### config.mk
export PLATFORM = sky130hd
export DESIGN_NAME = issue_queue
export DESIGN_NICKNAME = d
export VERILOG_FILES = /design/src/rtl/issue_queue.sv
export SDC_FILE = /design/constraint.sdc
export NUM_CORES = 1
export LEC_CHECK = 0
export BUFFER_PORTS_ARGS = -buffer_cell sky130_fd_sc_hd__buf_2
export CELL_PAD_IN_SITES_DETAIL_PLACEMENT = 2
export CELL_PAD_IN_SITES_GLOBAL_PLACEMENT = 2
export CORE_MARGIN = 1
export CORE_UTILIZATION = 41
export CTS_CLUSTER_DIAMETER = 40
export DETAILED_ROUTE_END_ITERATION = 8
export PLACE_DENSITY = 0.83
export SLEW_MARGIN = 30
export SYNTH_ARGS = -nofsm -noshare
export SYNTH_HDL_FRONTEND = slang
export SYNTH_SLANG_ARGS = --single-unit
### constraint.sdc
create_clock -name clk -period 8.1 [get_ports clk]
set_input_delay 0.405 -clock clk [delete_from_list [all_inputs] [get_ports clk]]
set_output_delay 0.405 -clock clk [all_outputs]
set_load 0.03 [all_outputs]
### src/rtl/issue_queue.sv
// Multi-lane in-order issue queue: a circular buffer of {instr, pc} entries
// that accepts up to LANES pushes and LANES issues per cycle, zero-latency read.
module issue_queue #(
  parameter int WIDTH = 32,
  parameter int DEPTH = 8,
  parameter int LANES = 2,
  parameter int CW    = $clog2(LANES + 1)
) (
  input  logic                       clk,
  input  logic                       rst,
  input  logic                       flush,
  input  logic [CW-1:0]              in_cnt,
  input  logic [LANES*WIDTH-1:0]     in_data,
  input  logic [WIDTH-1:0]           in_pc,
  output logic                       in_ready,
  output logic [LANES*WIDTH-1:0]     out_data,
  output logic [LANES*WIDTH-1:0]     out_pc,
  output logic [LANES-1:0]           out_valid,
  input  logic [CW-1:0]              out_take,
  output logic [$clog2(DEPTH+1)-1:0] count,
  output logic                       full,
  output logic                       empty
);
  localparam int AW = $clog2(DEPTH);
  localparam int NW = $clog2(DEPTH + 1);

  logic [WIDTH-1:0] r_instr [DEPTH];
  logic [WIDTH-1:0] r_pc    [DEPTH];
  logic [AW-1:0]    r_head;
  logic [AW-1:0]    r_tail;
  logic [NW-1:0]    r_count;

  logic [NW-1:0]    w_free;
  logic             w_ready;
  logic [NW-1:0]    w_cnt_clip;
  logic [NW-1:0]    w_push_amt;
  logic [NW-1:0]    w_take;
  logic [NW-1:0]    w_pop_amt;

  // Admission uses pre-edge occupancy only, so a same-cycle pop never makes room.
  assign w_free     = NW'(DEPTH) - r_count;
  assign w_ready    = (w_free >= NW'(LANES));
  assign w_cnt_clip = (in_cnt > CW'(LANES)) ? NW'(LANES) : NW'(in_cnt);
  assign w_push_amt = (w_ready && !flush) ? w_cnt_clip : '0;
  assign w_take     = NW'(out_take);
  assign w_pop_amt  = flush ? '0 : ((w_take > r_count) ? r_count : w_take);

  assign in_ready = w_ready;
  assign count    = r_count;
  assign full     = (r_count == NW'(DEPTH));
  assign empty    = (r_count == '0);

  always_ff @(posedge clk or posedge rst) begin
    if (rst) begin
      r_head  <= '0;
      r_tail  <= '0;
      r_count <= '0;
    end else if (flush) begin
      r_head  <= '0;
      r_tail  <= '0;
      r_count <= '0;
    end else begin
      r_head  <= r_head + w_pop_amt[AW-1:0];
      r_tail  <= r_tail + w_push_amt[AW-1:0];
      r_count <= r_count + w_push_amt - w_pop_amt;
    end
  end

  // Storage is not reset; unoccupied entries are masked on the read side.
  always_ff @(posedge clk) begin
    for (int i = 0; i < LANES; i++) begin
      if (NW'(i) < w_push_amt) begin
        r_instr[r_tail + AW'(i)] <= in_data[i*WIDTH +: WIDTH];
        r_pc[r_tail + AW'(i)]    <= in_pc + WIDTH'(4 * i);
      end
    end
  end

  always_comb begin
    out_data  = '0;
    out_pc    = '0;
    out_valid = '0;
    for (int i = 0; i < LANES; i++) begin
      if (r_count > NW'(i)) begin
        out_valid[i]               = 1'b1;
        out_data[i*WIDTH +: WIDTH] = r_instr[r_head + AW'(i)];
        out_pc[i*WIDTH +: WIDTH]   = r_pc[r_head + AW'(i)];
      end
    end
  end

endmodule

==> results.toml <==
[power_and_ir_drop]
p_seq_share_pct = 25.1
internal_power_uw = 8250
power_switching_uw = 6150
p_leak_uw = 0.0137
combPwrFrac_pct = 43.4
swShare_pct = 42.7
ir_worst_vdd_v = 0.000263
p_clk_share_pct = 31.5
p_per_area_mw_per_mm2 = 389

[detailed_routing]
drt-met1-wl_um = 49100
drtIter0Drc = 2638
wl_met2_um = 68900
antenna_left = 0
top_layer = "met5"
drt-wirelength-per-cell_um = 33.8
route.met3.wl_um = 10500
vias_per_cell = 6.28
wl_um = 136000
dr.pass1.iters = 6
via_count = 25300
drc = 0

[synth]
yosysWarnings = 0
synth_nets = 2917
synth_most_common_cell = "nand2_1"
ys_seq_elements = 522
netlist_area_mm2 = 0.0315
synth_cell_types = 45
syn_avg_cell_area_um2 = 11.3
async_reset_ff_share_pct = 1.92
dominantRegCellSynth = "edfxtp_1"
synth_top_area_share_pct = 48.8
synthTopCellsByArea = "edfxtp_1 (49%), mux4_2 (18%), nand2_1 (12%)"
synth_common_cells = "nand2_1 (1008), edfxtp_1 (512), mux4_2 (256)"
netlist_instances = 2793
ys_seq_area_share_pct = 49.6
synth_top_area_cell = "edfxtp_1"
synth-edff-count = 512

[cts]
root_buffer = "clkbuf_16"
cts_sinks = 522
max-clock-path-buffers = 3
cts_buffers = 103
cts_tree = "yes"
ctsHtreeMaxLevel = 3
clk_latency_ps = 690
cts_setup_buffers = 0
cts.clk_slew.worst_paths_ps = 60

[global_route]
grt_pass1_wl_um = 199000
first_global_vias = 28400
grt_usage_pct = 35.1
grt_max_degree = 63
antenna_found_initial = 11
grt-ovfl-total = 0

[floorplan]
die_w_um = 279
die_h_um = 279
initial_utilization_pct = 41.5
rows = 101
core_region_area_mm2 = 0.0759
fp.dieArea_mm2 = 0.0780
boundaryPins = 240

[sta]
final-setup-viol-count = 0
period_minus_slack_ps = 4810
slew_viol_final = 0
fin_skew_ps = 21.8
rsz0062_at_grt = "no"
relSlewSlack_pct = 28.0
min_period_over_period_pct = 59.4
max_slew.worst_pin.slew_ps = 1080
fin_setup_tns_ps = 0
fmax_mhz = 208
hold_viol = 0

[place]
routabilityCongestion = 0.790
io_buffers = 239
dpl.hpwl_um = 74400
place_area_mm2 = 0.0334

[finish]
final_area_mm2 = 0.0370
layout-drive-gt1-share_pct = 25.8
layout.nets = 3030
final_util_pct = 48.7
area_growth_pct = 17.4

[setup_path]
cpPeakStageDelay_ps = 930
crit_family = "buffers and inverters"
crit_top_cell = "buf_6"
path_cells = "buf_6 > buf_6 > mux4_2 > mux2i_1 > nor2_1 > buf_2"
path_buf_inv = 3
cp_max_fo = 60
worstPathArrival_ps = 4410
crit_required_ps = 7700
end_kind = "output port"
cp-start-kind = "flop"
cpMaxStageDelayCell = "dfrtp_4"
setup.worst_path.class = "flop to output port"

[worst_hold_path]
min_path_type = "input port to flop"

[outcome]
status = "complete, no violations"

[job]
cap_violations = 0
[worst paths after layout]
path / end / slack [ps] / startpoint / depth (start not counted)
worst max-delay path: out_data[7] / 3290 / r_head[0]$_DFF_PP0_ / 6
worst min-delay path: r_pc[2][1]$_DFFE_PP_ / 40 / in_pc[1] / 1
worst max register to register: r_pc[0][12]$_DFFE_PP_ / 3290 / count[0]$_DFF_PP0_ / 9
worst min register to register: r_tail[1]$_DFF_PP0_ / 800 / r_tail[1]$_DFF_PP0_ / 3
max in group asynchronous: r_head[1]$_DFF_PP0_ / 7380 / rst / 3
min in group asynchronous: r_tail[0]$_DFF_PP0_ / 330 / rst / 3
[cell type report]
cell class / count / area [um^2]
antenna: 8 / 20.0
clock buffer: 118 / 2680
clock inverter: 75 / 893
fill: 7463 / 38900
inverter: 18 / 67.6
multi-input combinational: 1978 / 14800
sequential: 522 / 15600
tap: 1030 / 1290
timing repair buffer: 283 / 1600
[power groups by stage]
stage | Clock (uW) | Sequential, uW | Combinational [uW]
detailed placement | 0 | 3630 | 6060
finish | 4540 | 3610 | 6260
CTS | 4550 | 3590 | 6240
floorplan | 0 | 3510 | 4140
global route | 4660 | 3620 | 6520
global placement | 0 | 3600 | 5790
[sequential cells by signal, summed over array words and instances, names as in the netlist]
name	flops
r_instr	256
r_pc	256
r_head	3
count	4
r_tail	3
[per-stage QoR]
step / worst slack [ps] / instances / hold WS (ps) / power [uW]
finish: 3290 / 4032 / 37.1 / 14400
global route: 3090 / 4031 / 31.4 / 14800
CTS: 2800 / 4024 / 1.77 / 14400
detailed placement: 3440 / 3830 / 432 / 9680
global placement: 3730 / 3827 / 434 / 9390
floorplan: 1320 / 2793 / 245 / 7650
[cells by family after synthesis]
| family | Yosys count | synth area share, % |
|---|---|---|
| simple gates | 1314 | 16.7 |
| flops | 522 | 49.6 |
| mux | 320 | 20.3 |
| buf+inv | 293 | 4.14 |
| xor+xnor | 241 | 6.94 |
| compound gates | 82 | 1.36 |
| fa+ha+maj | 21 | 0.929 |
[cell usage in the layout, fill, tap and decap left out, types with 3 or more instances in the layout]
cell type   count
nor2_1        216
inv_6           6
inv_1          16
a21oi_1        67
nand3_1        16
mux4_2        256
ha_1           16
dfrtp_4         3
nor4_4          7
nand2_1      1008
clkinv_2       14
buf_4          33
clkbuf_16     105
xor2_2         10
nand3b_1        4
and2_1          3
buf_2         239
edfxtp_1      512
bufinv_16      15
inv_16          3
dfrtp_1         7
and3_1          7
nand4_1         8
fa_1            4
nor2b_1         8
xor2_1        133
mux2i_1        64
clkinv_1        8
buf_6           7
clkinvlp_4     19
clkbuf_1       13
o21ai_4         8
xnor2_1        96
clkinv_4       10
diode_2         8
nor2_4         16
[metal layers]
metal,vias to the layer above,GRT usage (%)
met5,-,0
met4,6,21.3
met3,477,6.28
met2,1525,60.3
met1,13300,40.8
li1,9976,-
[repair_timing]
item,CTS,global route
hold endpoints to repair,10,0
hold buffers,1,0
gates resized for setup,0,0
No activity file was read; power rests on OpenSTA's default activity.
